File: src/rtl/seizure_classifier_seq.sv
// Purpose: weighted feature-flag classifier, one channel per cycle, with on/off hysteresis on the decision.
// Latency: window accepted at cycle T -> win_valid/sum_out/seizure updated at T+NUM_CH+1; one window per NUM_CH+2 cycles.
// Backpressure: feat_ready is low from accept until the decision is issued; weight writes while busy are dropped with wr_err.
module seizure_classifier_seq #(
  parameter int NUM_CH    = 16,
  parameter int NUM_FEAT  = 6,
  parameter int W_WIDTH   = 12,
  parameter int SUM_WIDTH = 20,
  parameter int ON_COUNT  = 2,
  parameter int OFF_COUNT = 3,
  localparam int AW = $clog2(NUM_CH*NUM_FEAT)
) (
  input  logic                        clk,
  input  logic                        reset,
  input  logic                        feat_valid,
  output logic                        feat_ready,
  input  logic [NUM_CH*NUM_FEAT-1:0]  feat_bits,
  input  logic signed [SUM_WIDTH-1:0] threshold,
  input  logic                        wr_en,
  input  logic [AW-1:0]               wr_addr,
  input  logic signed [W_WIDTH-1:0]   wr_data,
  output logic                        wr_err,
  output logic signed [SUM_WIDTH-1:0] sum_out,
  output logic                        win_valid,
  output logic                        seizure
);

  localparam int CHW = (NUM_CH > 1) ? $clog2(NUM_CH) : 1;
  // Exact width of one channel's partial sum (NUM_FEAT signed weights added together)
  localparam int PW  = W_WIDTH + $clog2(NUM_FEAT);
  localparam int CW  = $clog2(((ON_COUNT > OFF_COUNT) ? ON_COUNT : OFF_COUNT) + 1);

  localparam logic signed [SUM_WIDTH-1:0] SMAX = {1'b0, {(SUM_WIDTH-1){1'b1}}};
  localparam logic signed [SUM_WIDTH-1:0] SMIN = {1'b1, {(SUM_WIDTH-1){1'b0}}};

  localparam logic [1:0] S_IDLE   = 2'd0;
  localparam logic [1:0] S_ACCUM  = 2'd1;
  localparam logic [1:0] S_DECIDE = 2'd2;

  logic [1:0]                  state;
  logic [CHW-1:0]              ch;
  logic signed [SUM_WIDTH-1:0] acc;
  logic signed [SUM_WIDTH-1:0] acc_nxt;
  logic signed [SUM_WIDTH-1:0] thr_q;
  logic [NUM_FEAT-1:0]         fq   [NUM_CH];
  logic signed [W_WIDTH-1:0]   wmem [NUM_CH][NUM_FEAT];
  logic signed [PW-1:0]        part;
  logic signed [SUM_WIDTH:0]   wide;
  logic [CW-1:0]               on_cnt;
  logic [CW-1:0]               off_cnt;
  logic                        accept;
  logic                        wr_ok;
  logic                        hit;
  logic                        last_ch;

  assign feat_ready = (state == S_IDLE);
  assign accept     = feat_valid && feat_ready;
  assign wr_ok      = (state == S_IDLE) && (int'(wr_addr) < NUM_CH*NUM_FEAT);
  assign last_ch    = (ch == CHW'(NUM_CH-1));
  assign hit        = (acc >= thr_q);

  // Weight table: writes land only while idle (a write in the accept cycle is seen by that window)
  always_ff @(posedge clk) begin
    if (reset) begin
      for (int c = 0; c < NUM_CH; c++)
        for (int f = 0; f < NUM_FEAT; f++)
          wmem[c][f] <= '0;
      wr_err <= 1'b0;
    end else begin
      wr_err <= wr_en && !wr_ok;
      if (wr_en && wr_ok) begin
        for (int c = 0; c < NUM_CH; c++)
          for (int f = 0; f < NUM_FEAT; f++)
            if (wr_addr == AW'(c*NUM_FEAT + f))
              wmem[c][f] <= wr_data;
      end
    end
  end

  // Current channel's exact partial sum, then saturating add into the accumulator
  always_comb begin
    part = '0;
    for (int f = 0; f < NUM_FEAT; f++)
      if (fq[ch][f])
        part = part + PW'(wmem[ch][f]);
    wide = (SUM_WIDTH+1)'(acc) + (SUM_WIDTH+1)'(part);
    if (wide[SUM_WIDTH] != wide[SUM_WIDTH-1])
      acc_nxt = wide[SUM_WIDTH] ? SMIN : SMAX;
    else
      acc_nxt = wide[SUM_WIDTH-1:0];
  end

  // Window sequencer: latch inputs, walk the channels, publish the sum
  always_ff @(posedge clk) begin
    if (reset) begin
      state     <= S_IDLE;
      ch        <= '0;
      acc       <= '0;
      thr_q     <= '0;
      sum_out   <= '0;
      win_valid <= 1'b0;
      for (int c = 0; c < NUM_CH; c++)
        fq[c] <= '0;
    end else begin
      win_valid <= 1'b0;
      case (state)
        S_IDLE: begin
          if (accept) begin
            for (int c = 0; c < NUM_CH; c++)
              fq[c] <= feat_bits[c*NUM_FEAT +: NUM_FEAT];
            thr_q <= threshold;
            acc   <= '0;
            ch    <= '0;
            state <= S_ACCUM;
          end
        end
        S_ACCUM: begin
          acc <= acc_nxt;
          ch  <= ch + CHW'(1);
          if (last_ch)
            state <= S_DECIDE;
        end
        S_DECIDE: begin
          sum_out   <= acc;
          win_valid <= 1'b1;
          state     <= S_IDLE;
        end
        default: state <= S_IDLE;
      endcase
    end
  end

  // Hysteresis: a run of windows disagreeing with the current level flips it
  always_ff @(posedge clk) begin
    if (reset) begin
      seizure <= 1'b0;
      on_cnt  <= '0;
      off_cnt <= '0;
    end else if (state == S_DECIDE) begin
      if (!seizure) begin
        off_cnt <= '0;
        if (!hit) begin
          on_cnt <= '0;
        end else if (on_cnt == CW'(ON_COUNT-1)) begin
          seizure <= 1'b1;
          on_cnt  <= '0;
        end else begin
          on_cnt <= on_cnt + CW'(1);
        end
      end else begin
        on_cnt <= '0;
        if (hit) begin
          off_cnt <= '0;
        end else if (off_cnt == CW'(OFF_COUNT-1)) begin
          seizure <= 1'b0;
          off_cnt <= '0;
        end else begin
          off_cnt <= off_cnt + CW'(1);
        end
      end
    end
  end

endmodule
File: config.mk
export PLATFORM = sky130hd
export DESIGN_NAME = seizure_classifier_seq
export DESIGN_NICKNAME = d
export VERILOG_FILES = /design/src/rtl/seizure_classifier_seq.sv
export SDC_FILE = /design/constraint.sdc
export NUM_CORES = 2
export LEC_CHECK = 0
export CORE_UTILIZATION = 47
export CTS_CLUSTER_SIZE = 12
export DETAILED_ROUTE_END_ITERATION = 7
export DONT_BUFFER_PORTS = 1
export SKIP_LAST_GASP = 1
export SLEW_MARGIN = 20
export SYNTH_ARGS = -nofsm -noshare
export SYNTH_HDL_FRONTEND = slang
export SYNTH_SLANG_ARGS = --single-unit
File: constraint.sdc
create_clock -name clk -period 12.7 [get_ports clk]
set_clock_uncertainty 0.05 [all_clocks]
set_input_delay 1.905 -clock clk [delete_from_list [all_inputs] [get_ports clk]]
set_output_delay 1.905 -clock clk [all_outputs]
set_load 0.01 [all_outputs]
### Word-level counts from Yosys, hierarchy flattened

Memories as Yosys holds them, arrays and structs flattened. A register that Yosys moved wholly into a read port is not among the register bits.
Index checks and enable logic that the tools add are counted.

| storage, ports and cells | value |
|---|---|
| bits in registers | 73 |
| bits in writable memories | 1,248 |
| input port bits | 139 |
| output and inout bits | 24 |
| memories | 2 |

| cells by class | value |
|---|---|
| add/sub/neg operators | 9 |
| $lt $le $gt $ge | 2 |
| equal/unequal tests | 103 |
| multiplexer cells | 533 |
| bitwise gates (word level) | 112 |
| reduce and logical (&&, ||, !) cells | 11 |

Memories:

| name | words | width | rd ports | clocked after memory_dff | wr ports | line | RTL |
|---|---|---|---|---|---|---|---|
| wmem | 16 | 72 | 1 | 1 | 16 | 46 | `logic signed [W_WIDTH-1:0] wmem [NUM_CH][NUM_FEAT];` |
| fq | 16 | 6 | 1 | 1 | 16 | 45 | `logic [NUM_FEAT-1:0] fq [NUM_CH];` |

Operator list:

| kind | count |
|---|---|
| $mux W12 | 96 |
| $mux W1 | 396 |
| $eq A7 B6 Y1 const B | 32 |
| $eq A7 B7 Y1 const B | 32 |
| $eq A7 B5 Y1 const B | 16 |
| $or A1 B1 Y1 | 112 |
| $mux W6 | 16 |
| $mux W15 | 6 |
| $add A15 B12 Y15 | 5 |
| $mux W20 | 3 |
| $eq A7 B4 Y1 const B | 8 |
| $pmux W20 S2 | 1 |
| $eq A7 B3 Y1 const B | 4 |
| $add A20 B15 Y21 | 1 |
| $ge A20 B20 Y1 | 1 |
| $mux W4 | 5 |
| $mux W2 | 8 |
| $eq A7 B2 Y1 const B | 2 |
| $pmux W4 S2 | 1 |
| $eq A7 B1 Y1 const B | 1 |
| $logic_not A7 Y1 | 1 |
| $lt A7 B7 Y1 const B | 1 |
| $reduce_and A2 Y1 | 3 |
| $add A2 B1 Y2 const B | 2 |
| other kinds (12) | 17 |

### Depth between registers and ports, before layout

| logic depth | value |
|---|---|
| word-level depth | 15 |
| mapped depth | 58 |
| mapped depth without buffers | 50 |

### Worst setup path after synthesis

Ideal clock, no wire load.

| timing | value |
|---|---|
| path type | flip-flop to flip-flop |
| start | register with a tool-made name |
| end | register acc[10] |
| library setup time | 0.119 ns |
| data arrival time | 11.986 ns |
| required time | 12.531 ns |
| setup slack | 0.545 ns |
| stages on the path, launching flop included | 52 |
| path buffers | 9 |
| clock period less this slack | 12.155 ns |
| cells stage by stage | dfxtp_1 -> buf_6 -> buf_6 -> buf_6 -> buf_4 -> buf_6 -> buf_4 -> buf_2 -> buf_1 -> mux4_2 -> mux4_2 -> ha_1 -> inv_1 -> fa_1 -> mux2i_1 -> ha_1 -> a21o_1 -> a21o_1 -> [... 16 more ...] -> nor2_1 -> a21o_1 -> ha_1 -> nand2_1 -> o41ai_1 -> xor2_1 -> nand2_1 -> xnor2_1 -> ha_1 -> a21o_1 -> a21o_1 -> a21oi_1 -> o21ai_0 -> a2111oi_0 -> a31oi_2 -> o211ai_1 -> buf_2 -> nand2_1 |

RTL lines:

| what | line | RTL |
|---|---|---|
| end signal: assignment | 118 | `acc <= acc_nxt;` |
| end: declaration | 42 | `logic signed [SUM_WIDTH-1:0] acc;` |

==> summary.md <==
| Metric | Value |
|---|---|
| Pwr/cell area | 157 nW/um^2 |
| Top-count cell post-synth | edfxtp_1 |
| Total negative slack | 0 ns |
| Measured slew at the worst slew-check pin | 1.15 ns |
| Synth Area per Inst | 16.1 sq um |
| Non-Filler Instances | between 5000 and 6000 |
| Post-Syn Instances | 3778 |
| Hold crit path type | flip-flop to flip-flop |
| Synth area leaders | edfxtp_1, mux4_2, and2_1 |
| Clk_lat worst skew | 0.78 ns |
| Gpl congestion | 0.842 |
| CP most frequent cell | ha_1 |
| Largest net degree at the start of global routing | roughly 180 |
| Distinct cell type count after synthesis | 66 |
| Crit path kind | flip-flop to flip-flop |
| Fin crit share | between 90 and 100% |
| CP startpoint kind | flip-flop |
| Vias/cell | around 6.0 |
| Pre-CTS setup slack | between 0.02 and 0.025 ns |
| Total grt overflow | 0 |
| Post-synthesis adder-cell area fraction | ~2.5% |
| Tmin final | ~12 ns |
| Post-synth top area share | 61.7% |
| Synth Register Bits | 1325 |
| Routed WL per cell | 29.0 um |
| Max transition margin | a little under a quarter |
| Die height | roughly 360 um |
| Layout area overhead | 10.7% |
| Outcome | completed |
| Worst stage delay on the critical path | around 0.56 ns |
| First-pass GRT wire length | 233000 um |
| Worst Hold Margin | just under 0.4 ns |
| Share of cells above drive strength 1 | around a fifth |
| TritonCTS buffer count | ~140 |
| Hold Vio Cnt, Final | 0 |
| Total GRT Usage | roughly 25% |
| Max VDD drop | around 0.11 mV |
| Slowest CP cell | dfxtp_4 |
| Most frequent cells after synthesis | edfxtp_1, and2_1, mux4_2 |
| 1st-pass router iterations | 5 |
| Hold_buf cts | 0 |
| Residual DRC | 0 |
| Core Area | ~130000 sq um |
| Post-synth top area cell | edfxtp_1 |
| Xor and xnor area share after synthesis | under 10% |
| Total nets after synthesis | ~4000 |
| DRC marker count from the first detailed-route iteration | 3870 |
| Clk sinks | approximately 1300 |
| Vias | 33100 |
| RSZ-0062 raised after global routing | no |
| Achievable Freq | roughly 0.084 GHz |
| Arrival @ worst endpoint | 12.41 ns |
| Main combinational cell family by area after synthesis | multiplexers |
| Synth Area in Simple Gates | 9.96% |
| Total wire length | around 160000 um |
| Synth Warn # | 0 |
| HPWL Detailed | just over 100000 um |
| Postcts setup bufs | 0 |
| Vias in the first global route | around 33000 |
| Synthesized area | around 61000 sq um |
| IO Port Bufs | 0 |
| Initial antenna violation count | 18 |
| Final setup viols | 0 |
| Worst-path clk slew | roughly 0.060 ns |
| Starting Density | 47.5% |
| Nets | between 4000 and 5000 |
| Worst EP required | 13.27 ns |
| Final slew viol count | 0 |
| Sequential cell area fraction in the yosys report | between 60% and 70% |
| Die X | 361 um |
| Area of the die | between 100000 and 150000 sq um |
| Leak pwr | 0.0239 uW |
| Post-synthesis async set-or-reset flop share | 0% |
| CP Capture Type | flip-flop |
| Dominant synthesized flop cell | edfxtp_1 |
| Worst-path fanout max | 20 |
| Number of synthesized flops with an enable pin | roughly 1200 |
| CTS tree | built |
| Final antenna-violating net count | 0 |
| Mux contribution to synthesized area | between 15 and 20% |
| H-tree levels | 4 |
| Root Driver | clkbuf_16 |
| Top Ports | 163 |
| Final setup margin | 0.854 ns |
| Max-cap violations | 0 |
| Dpl cells | around 5300 |
| Synth Area in Compound Gates | 4.49% |
| Deepest clock path buffer count | 3 |
| Core Rows | 131 |
[timing repair]
action | 4_1_cts | 5_1_grt
setup endpoints to repair | 1 | 19
resized for setup | 1 | 8
pin swaps | 0 | 1
[path summary, 6_finish.rpt]
| kind | end | start | depth (start not counted) | slack [ns] |
|---|---|---|---|---|
| worst min-delay path | on_cnt[1] | on_cnt[1] | 2 | 0.40 |
| worst max register to register | acc[11] | flip-flop | 48 | 0.85 |
| worst max-delay path | acc[11] | flip-flop | 48 | 0.85 |
| worst min register to register | on_cnt[1] | on_cnt[1] | 2 | 0.40 |
[logic make-up after synthesis]
kind of cell | Yosys count
fa+ha+maj | 120
flops | 1325
simple gates | 1075
compound gates | 405
mux | 449
xor+xnor | 71
buf+inv | 333
[layout by cell type (no fill, tap or decap), types with 7 or more instances in the layout]
cell       synthesis  final
a211oi_1           9      9
a21o_1            49     49
a21oi_1           88     88
a22oi_1            7      7
a31o_2            13     13
a31oi_1           12     12
a32oi_1           13     13
and2_1           654    642
and2_2             0      9
and3_1             8      8
buf_12             0      9
buf_4              3    115
clkbuf_1         206     40
clkbuf_16          0    147
clkinv_1           0     31
clkinv_2           0     11
dfxtp_1           77     73
edfxtp_1        1248   1248
ha_1             114    114
inv_1             66     65
inv_6              0      7
mux2_2            49     49
mux2i_1           14     13
mux4_2           385    385
nand2_1          138    138
nand2b_1          17     17
nand3_1           18     18
nor2_1           125    123
nor2b_1           62     61
nor3_1            20     19
o21a_1            19     19
o21ai_0           60     58
o21bai_1          80     78
or2_2              7      7
or3_1              7      7
xnor2_1           52     51
xor2_1            18     18
[cell type report]
class	count	area [sq um]
Clock inverter	61	475
Timing Repair Buffer	124	1040
Sequential cell	1325	39000
Inverter	66	250
Clock buffer	192	3890
Fill cell	10300	60700
Multi-Input combinational cell	2120	20400
Tap cell	1662	2080
Antenna cell	6	15.0
[power breakdown]
part,switching [uW],internal [uW]
clock,1710,2230
sequential,99.3,4990
combinational,864,666
total,2680,7890
[stage by stage]
step                      total power [uW]  util (%)  instance area, sq um
after floorplan                       6280         -                 60700
final                                10600      52.6                 67200
after detailed placement              6700      49.1                 62800
after CTS                            10600      52.5                 67100
after global placement                6690      49.1                 62800
after global routing                 11000      52.6                 67200
[worst max-delay path: cells and delay by family (launching register included)]
kind                       cells  cell delay [ns]
and+or+nand+nor                6             0.57
xor gates and xnor gates       6             0.92
muxes                          6             2.26
adders and majority gates      6             1.89
AOI/OAI and AO/OA             20             4.50
DFF                            1             0.56
buffers and inverters          4             0.86
[state kept, by name (all words and copies together) (netlist names), named ones only]
signal / count
fq: 96
win_valid: 1
wr_err: 1
thr_q: 20
acc: 20
state: 2
sum_out: 20
wmem: 1152
ch: 4
off_cnt: 2
on_cnt: 2
seizure: 1
[metal layers]
layer  routed length [um]  vias to the layer above  global-route usage [%]
li1                     -                    14500                       -
met2                76100                     1277                    39.3
met4                 2680                        4                    5.38
met1                69000                    17100                    35.3
met3                13100                      202                    5.04
met5                   23                        -                       0
(Power assumes the default switching activity.)
